$ cat config.mk
export PLATFORM = sky130hd
export DESIGN_NAME = key_line_buffer
export DESIGN_NICKNAME = d
export VERILOG_FILES = /design/src/rtl/key_line_buffer_pkg.sv /design/src/rtl/key_to_ascii.sv /design/src/rtl/key_line_buffer.sv
export SDC_FILE = /design/constraint.sdc
export NUM_CORES = 1
export LEC_CHECK = 0
export ABC_AREA = 1
export CORE_ASPECT_RATIO = 0.8
export CORE_MARGIN = 4
export CORE_UTILIZATION = 45
export DETAILED_ROUTE_END_ITERATION = 10
export GPL_ROUTABILITY_DRIVEN = 0
export SLEW_MARGIN = 10
export SYNTH_ARGS = -nofsm -noshare
export SYNTH_HDL_FRONTEND = slang
export SYNTH_SLANG_ARGS = --single-unit
$ cat constraint.sdc
create_clock -name clk -period 2.1 [get_ports clk]
set_input_delay 0.315 -clock clk [delete_from_list [all_inputs] [get_ports clk]]
set_output_delay 0.315 -clock clk [all_outputs]
set_load 0.01 [all_outputs]
$ cat src/rtl/key_line_buffer_pkg.sv
// Shared keyboard definitions: key codes, ASCII bases and the line-editor state type.
// The caps-lock FSM imports KEY_CAPS from here so both blocks agree on the code.
package key_line_buffer_pkg;

  localparam logic [4:0] NUM_LETTERS = 5'd26;
  localparam logic [4:0] KEY_BKSP    = 5'd26;
  localparam logic [4:0] KEY_CAPS    = 5'd27;
  localparam logic [4:0] KEY_ENTER   = 5'd28;
  localparam logic [4:0] KEY_SPACE   = 5'd29;

  localparam logic [7:0] ASCII_UPPER_BASE = 8'h41;
  localparam logic [7:0] ASCII_LOWER_BASE = 8'h61;
  localparam logic [7:0] ASCII_SPACE      = 8'h20;

  typedef enum logic {
    EDIT,
    COMMIT
  } line_state_e;

endpackage

$ cat src/rtl/key_to_ascii.sv
// Combinational key-code to ASCII translation; also used by the display stage.
// Only letters and space are printable; every other code reports printable=0.
module key_to_ascii
  import key_line_buffer_pkg::*;
(
  input  logic [4:0] digit,
  input  logic       capital,
  output logic       printable,
  output logic [7:0] ascii
);

  // Letters map onto a contiguous ASCII run chosen by the caps state.
  always_comb begin
    printable = 1'b0;
    ascii     = ASCII_SPACE;
    if (digit < NUM_LETTERS) begin
      printable = 1'b1;
      ascii     = (capital ? ASCII_UPPER_BASE : ASCII_LOWER_BASE) + {3'b000, digit};
    end else if (digit == KEY_SPACE) begin
      printable = 1'b1;
      ascii     = ASCII_SPACE;
    end
  end

endmodule

$ cat src/rtl/key_line_buffer.sv
// Single-line text editor: collects key presses into a DEPTH-character buffer,
// supports backspace, and hands the line downstream on enter via ready/ack.
// A registered random-access read port lets the display scan the line.
module key_line_buffer
  import key_line_buffer_pkg::*;
#(
  parameter int DEPTH = 16,
  parameter int AW    = 4
) (
  input  logic          clk,
  input  logic          rst_n,
  input  logic          key_valid,
  input  logic [4:0]    digit,
  input  logic          capital,
  input  logic          line_ack,
  input  logic [AW-1:0] rd_addr,
  output logic [7:0]    rd_char,
  output logic [AW:0]   len,
  output logic          full,
  output logic          line_ready,
  output logic [7:0]    drop_cnt
);

  localparam logic [AW:0] LEN_ONE  = {{AW{1'b0}}, 1'b1};
  localparam logic [AW:0] LEN_FULL = {1'b1, {AW{1'b0}}};

  line_state_e state, next_state;

  logic [7:0] mem [DEPTH];

  logic       printable;
  logic [7:0] ascii;
  logic       key_write;
  logic       key_drop;
  logic       key_bksp;
  logic       key_enter;
  logic       take_ack;

  key_to_ascii u_key_to_ascii (
    .digit     (digit),
    .capital   (capital),
    .printable (printable),
    .ascii     (ascii)
  );

  assign full     = (len == LEN_FULL);
  assign take_ack = (state == COMMIT) && line_ack;

  // Classify the current press into one action; presses that cannot be stored are counted as drops.
  always_comb begin
    key_write = 1'b0;
    key_drop  = 1'b0;
    key_bksp  = 1'b0;
    key_enter = 1'b0;
    if (key_valid) begin
      if (printable) begin
        if ((state == EDIT) && !full) begin
          key_write = 1'b1;
        end else begin
          key_drop = 1'b1;
        end
      end else begin
        case (digit)
          KEY_BKSP:  key_bksp  = (state == EDIT) && (len != '0);
          KEY_ENTER: key_enter = (state == EDIT);
          KEY_CAPS:  ;
          default:   ;
        endcase
      end
    end
  end

  // State register; reset drops any pending line immediately.
  always_ff @(posedge clk or negedge rst_n) begin
    if (!rst_n) begin
      state <= EDIT;
    end else begin
      state <= next_state;
    end
  end

  // Enter freezes the line; ack releases it back to editing.
  always_comb begin
    next_state = state;
    case (state)
      EDIT:    if (key_enter) next_state = COMMIT;
      COMMIT:  if (line_ack)  next_state = EDIT;
      default: next_state = EDIT;
    endcase
  end

  // A committed line is advertised for the whole time we sit in COMMIT.
  always_comb begin
    line_ready = 1'b0;
    case (state)
      COMMIT:  line_ready = 1'b1;
      default: line_ready = 1'b0;
    endcase
  end

  // Line length: cleared on ack, grows on a stored character, shrinks on backspace.
  always_ff @(posedge clk or negedge rst_n) begin
    if (!rst_n) begin
      len <= '0;
    end else if (take_ack) begin
      len <= '0;
    end else if (key_write) begin
      len <= len + LEN_ONE;
    end else if (key_bksp) begin
      len <= len - LEN_ONE;
    end
  end

  // Saturating count of printable presses that could not be stored.
  always_ff @(posedge clk or negedge rst_n) begin
    if (!rst_n) begin
      drop_cnt <= 8'd0;
    end else if (key_drop && (drop_cnt != 8'hFF)) begin
      drop_cnt <= drop_cnt + 8'd1;
    end
  end

  // Character storage; contents beyond len are stale but masked on read.
  always_ff @(posedge clk) begin
    if (key_write) begin
      mem[len[AW-1:0]] <= ascii;
    end
  end

  // Registered read port; positions past the end of the line read as a space.
  always_ff @(posedge clk or negedge rst_n) begin
    if (!rst_n) begin
      rd_char <= ASCII_SPACE;
    end else if ({1'b0, rd_addr} < len) begin
      rd_char <= mem[rd_addr];
    end else begin
      rd_char <= ASCII_SPACE;
    end
  end

endmodule

**Word level (Yosys, flattened, before mapping)**

Memories as Yosys holds them, arrays and structs flattened.
Index checks and enable logic that the tools add are counted.

- Memory bits (writable): 128
- Register bits after elaboration: 22
- Memories kept: 1

- Bitwise gates (word level): 1
- $lt $le $gt $ge: 2
- Muxes and demuxes: 26
- Reductions and logical operators: 7
- Equality and inequality tests: 5
- Add/subtract/negate cells: 4

Memory list:

| memory | depth | bits a word | read ports | clocked after memory_dff | wr ports | RTL line | RTL |
|---|---|---|---|---|---|---|---|
| mem | 16 | 8 | 1 | 0 | 1 | key_line_buffer.sv:29 | `logic [7:0] mem [DEPTH];` |

Operators by type and width:

| cell | number |
|---|---|
| $eq 5x5->1 const B | 4 |
| $mux 1 | 19 |
| $mux 8 | 2 |
| $mux 5 | 3 |
| $add 8x1->8 const B | 1 |
| $add 8x5->8 | 1 |
| $ne 8x8->1 const B | 1 |
| $mux 6 | 1 |
| $add 5x1->5 const B | 1 |
| $lt 4x5->1 | 1 |
| $lt 5x5->1 const B | 1 |
| $reduce_bool 5->1 | 1 |
| $sub 5x1->5 const B | 1 |
| $logic_and 1x1->1 | 4 |
| $reduce_bool 3->1 | 1 |
| $pmux 1 s2 | 1 |
| $logic_not 1->1 | 1 |
| $not 1->1 | 1 |

**Depth between registers and ports, before layout**

- Depth in word-level cells: 8
- Gate-level depth with buffers: 14

**Modules after synthesis**

Synthesis repeated with hierarchy kept, for this count alone.

- Cell total of the unflattened synthesis: 671
- Area total of the unflattened synthesis: 6,870.3 um^2

By module, submodules not included:

| module | instances | area an instance (um^2) | cells an instance |
|---|---|---|---|
| key_line_buffer | 1 | 6,716.4 | 642 |
| key_to_ascii | 1 | 153.9 | 29 |

**Worst setup path after synthesis**

Ideal clock, no wire load.

- Path type: reg2reg
- Start point: register len[0]
- End point: register len[4]
- Setup slack: 0.128 ns
- Arrival: 1.855 ns
- Setup time: 0.117 ns
- Cell stages (with the launch flop): 15
- Required time: 1.983 ns
- Path buffers: 0
- Cell sequence: dfrtp_1 -> nor2_4 -> nand3_2 -> nand2_4 -> inv_4 -> nand2_4 -> ha_1 -> a21oi_1 -> nand2_1 -> nand2_1 -> nand2_1 -> inv_1 -> nand2_1 -> nand3_1 -> nand2_1

- Word-level cells in the longest chain between the ends: 8
- Elaborated cells between the ends (all ways): 17

Ends and longest elaborated chain:

| item | RTL line | RTL |
|---|---|---|
| start, declared | key_line_buffer.sv:18 | `output logic [AW:0] len,` |
| start signal, assigned | key_line_buffer.sv:108 | `len <= len + LEN_ONE;` |
| start signal, assigned | key_line_buffer.sv:110 | `len <= len - LEN_ONE;` |
| $eq 5x5->1 | key_line_buffer.sv:46 | `assign full = (len == LEN_FULL);` |
| $logic_not 1->1 | key_line_buffer.sv:57 | `if ((state == EDIT) && !full) begin` |
| $logic_and 1x1->1 | key_line_buffer.sv:57 |  |
| $mux 1 | key_line_buffer.sv:57 |  |
| $mux 1 | key_line_buffer.sv:56 | `if (printable) begin` |
| $mux 1 | key_line_buffer.sv:55 | `if (key_valid) begin` |
| $mux 5 | key_line_buffer.sv:107 | `end else if (key_write) begin` |
| $mux 5 | key_line_buffer.sv:105 | `end else if (take_ack) begin` |

Parallel ways exist; a longest one is shown, timed or not. The select of a mux whose other input is x is not followed.
A chain may end at the register's enable or synchronous reset.

**Worst setup path in the final report**

- Start point: input port digit[1]
- End point: memory mem[12][7] (enable)

- Word-level cells in the longest chain between the ends: 7
- Elaborated cells between the ends (all ways): 8

Ends and longest elaborated chain:

| item | RTL line | RTL |
|---|---|---|
| start, declared | key_line_buffer.sv:13 | `input logic [4:0] digit,` |
| branches (longest 2 deep; another with $lt 5x5->1) | -- |  |
| $mux 1 * | key_to_ascii.sv:16 | `if (digit < NUM_LETTERS) begin` |
| $mux 1 * | key_line_buffer.sv:56 |  |
| $mux 1 * | key_line_buffer.sv:55 |  |
| $mux 1 * | key_line_buffer.sv:125 | `if (key_write) begin` |
| $mux 1 (implied by the code) * | key_line_buffer.sv:126 | `mem[len[AW-1:0]] <= ascii;` |
| end, declared | key_line_buffer.sv:29 |  |

Mark *: on every way between the ends.

==> flow_summary_export.csv <==
group,metric,value,unit
outcome,status,"complete, no violations",
power_and_ir_drop,power,8.452,mW
drt,viasPerCell,4.841,
drt,drc_errors,0,
setup_path,critPathSlowestCell,"clkdlybuf4s50_1",
cts,ctsHtreeMaxLevel,4,
setup_path,critPathMostFrequentCell,"buf_4",
run,maxCapViolCount,0,
timing,period_needed,2021,ps
timing,slew_headroom,62.91,%
layout,final_net_count,800,
cts,cts_sinks,150,
cts,cts_root_buffer,"clkbuf_16",
hold_path,hold_class,"input pin to asynchronous set/reset pin",
synthesis,ys_ff_latch,150,
drt,post_drt_wl_per_cell,15.65,um
cts,cts_made_buffers,17,
global_route,grt_usage,18.62,%
setup_path,crit_type,"input pin to flop",
timing,report.final.setup_viol,0,
cts,cts_resized,0,
timing,fmaxAchievable,0.4947,GHz
setup_path,crit_fanout,8,
global_route,grt_max_degree,40,
layout,antennaDiodeCount,0,
placement,dp_hpwl,10.63,mm
cts,insertion_delay,420,ps
timing,rsz0062_at_grt,"true",
drt,drt-total-wl,15.56,mm
cts,clkTransAtPathRegs,50,ps
layout,fillers,1302,
timing,post-route-period-util,96.25,%
drt,firstDrtPassIters,5,
synthesis,avgSynthCellArea,10.31,um^2
cts,cts_hold_buf,0,
synthesis,synth_seq_area_share,63.32,%
cts,cts_tree,"built",
setup_path,arrival,2140,ps
global_route,overflow,0,
layout,final_common_cell,"nand2_1",
cts,post_cts_buffers,0,
timing,tightest_slew,554.7,ps
floorplanning,die-width,146.9,um
floorplanning,die_height,119.1,um
cts,clockBufferDepth,2,
power_and_ir_drop,peakVddDrop,0.0006009,V
synthesis,ys.flop_type,"edfxtp_1",
layout,area.growth.synth_to_final,22.30,%
global_route,grt_first_pass_wirelength,24.85,mm
power_and_ir_drop,p_leak,3.600,nW
timing,hold_viol,0,
global_route,grt_antenna_before_repair,0,
floorplanning,rows,40,
setup_path,start_kind,"input pin",
drt,antenna_left,0,
floorplanning,initial_core_util,46.08,%
drt,drt-initial-drc-count,362,
power_and_ir_drop,powerDensity,995.6,nW/um^2
placement,io_buffers,36,
synthesis,syn_area,6942,um^2
synthesis,ys_types,35,
synthesis,synth_edf_count,128,
setup_path,cp_cell_sequence,"clkdlybuf4s50_1 -> buf_4 -> nor2_1 -> nor2_4 -> buf_4 -> nand2_2 -> nand2_4 -> nor2_4 -> nand2_1 -> nor2_1 -> buf_4",
global_route,grt_pass1_vias,4632,
layout,multi_input_area,2218,um^2
setup_path,max_stage_delay,420,ps
floorplanning,num_io_pins,37,
synthesis,synth_cells,673,
setup_path,reg2reg_depth,11,
layout,final_cell_mix,"nand2_1, edfxtp_1, nand3_1",
drt,vias,4812,
layout,regArea,4395,um^2
floorplanning,core_area,15060,um^2
timing,final_max_slew_viol_count,0,
layout,drive_gt1_share,16.33,%
synthesis,yosys_warnings,0,
floorplanning,die_area,17490,um^2
setup_path,endpoint_kind,"flop",
synthesis,async_flop_share,14.67,%
setup_path,required,2220,ps
timing,fin_tns_setup,0,ps
timing,finClkSkew,9.499,ps
area by class of cell:
| type | instances | area share [%] |
|---|---|---|
| sequential | 150 | 51.78 |
| multi-input combinational | 441 | 26.13 |
| timing repair buffer | 92 | 9.875 |
| clock buffer | 21 | 5.188 |
| inverter | 72 | 3.213 |
| tap | 210 | 3.095 |
| clock inverter | 8 | 0.7222 |
kinds of logic (layout without fill, tap and decap cells):
kind of cell / after synthesis / after routing / share of synthesized area [%]
flops: 150 / 150 / 63.32
other cells: 1 / 16 / 0.05402
buf+inv: 97 / 193 / 6.074
compound gates: 29 / 29 / 2.433
simple gates: 376 / 376 / 24.84
fa+ha+maj: 12 / 12 / 2.271
xor+xnor: 8 / 8 / 1.009
final timing paths:
kind,from,end,slack (ps)
worst max-delay path,digit[1],mem[12][7],80
worst min-delay path,rst_n,drop_cnt[7],260
worst min register to register,drop_cnt[1],drop_cnt[1],530
worst max register to register,len[0],len[3],260
max in group asynchronous,rst_n,state,1260
min in group clk,line_ack,state,510
cells in the mapped netlist, types with 4 or more instances:
master    instances  area, um^2
buf_2            14       70.07
a21oi_1          11       55.05
inv_1            69       259.0
nor2_1           50       187.7
buf_4             4       30.03
edfxtp_1        128        3844
o21ai_0           9       45.04
xor2_1            6       52.55
nand4_1           7       43.79
or2_2            18       112.6
nand2_1         197       739.5
ha_1             11       137.6
nand2_4           5       56.30
nand3_1          82       410.4
dfrtp_1          21       525.5
nand3_2           5       50.05
o211ai_1          6       45.04
worst max-delay path, delay by kind of cell:
kind	cells	cell delay, ps
simple gates	7	890
buf+inv	4	940
metal layers:
metal,track usage [%],vias to the layer above,wire length [um]
met5,0,-,0
met4,6.698,0,234
met3,4.374,20,975
met2,26.88,123,6840
met1,27.53,2261,7506
li1,-,2408,-
power breakdown:
part,switching (mW),total [mW],internal (mW)
logic,1.19,2.07,0.871
clock network,1.07,2.65,1.58
registers,0.133,3.73,3.60
total,2.40,8.45,6.06
per-stage QoR:
step	hold WS (ps)	utilization [%]	cell area [um^2]	instances	setup WS (ps)
final	262.1	56.35	8489	994	78.74
after global routing	300.4	56.35	8489	994	-24.41
after CTS	264.7	56.10	8452	994	46.52
after detailed placement	524.6	52.77	7950	965	-388.8
after global placement	513.8	52.77	7950	965	-321.9
after floorplan	19.41	-	6998	688	128.0
flip-flops by register name, indices dropped and copies added (netlist names):
signal    count
drop_cnt      8
len           5
mem         128
rd_char       8
state         1
Power figures use the tool's default switching activity.
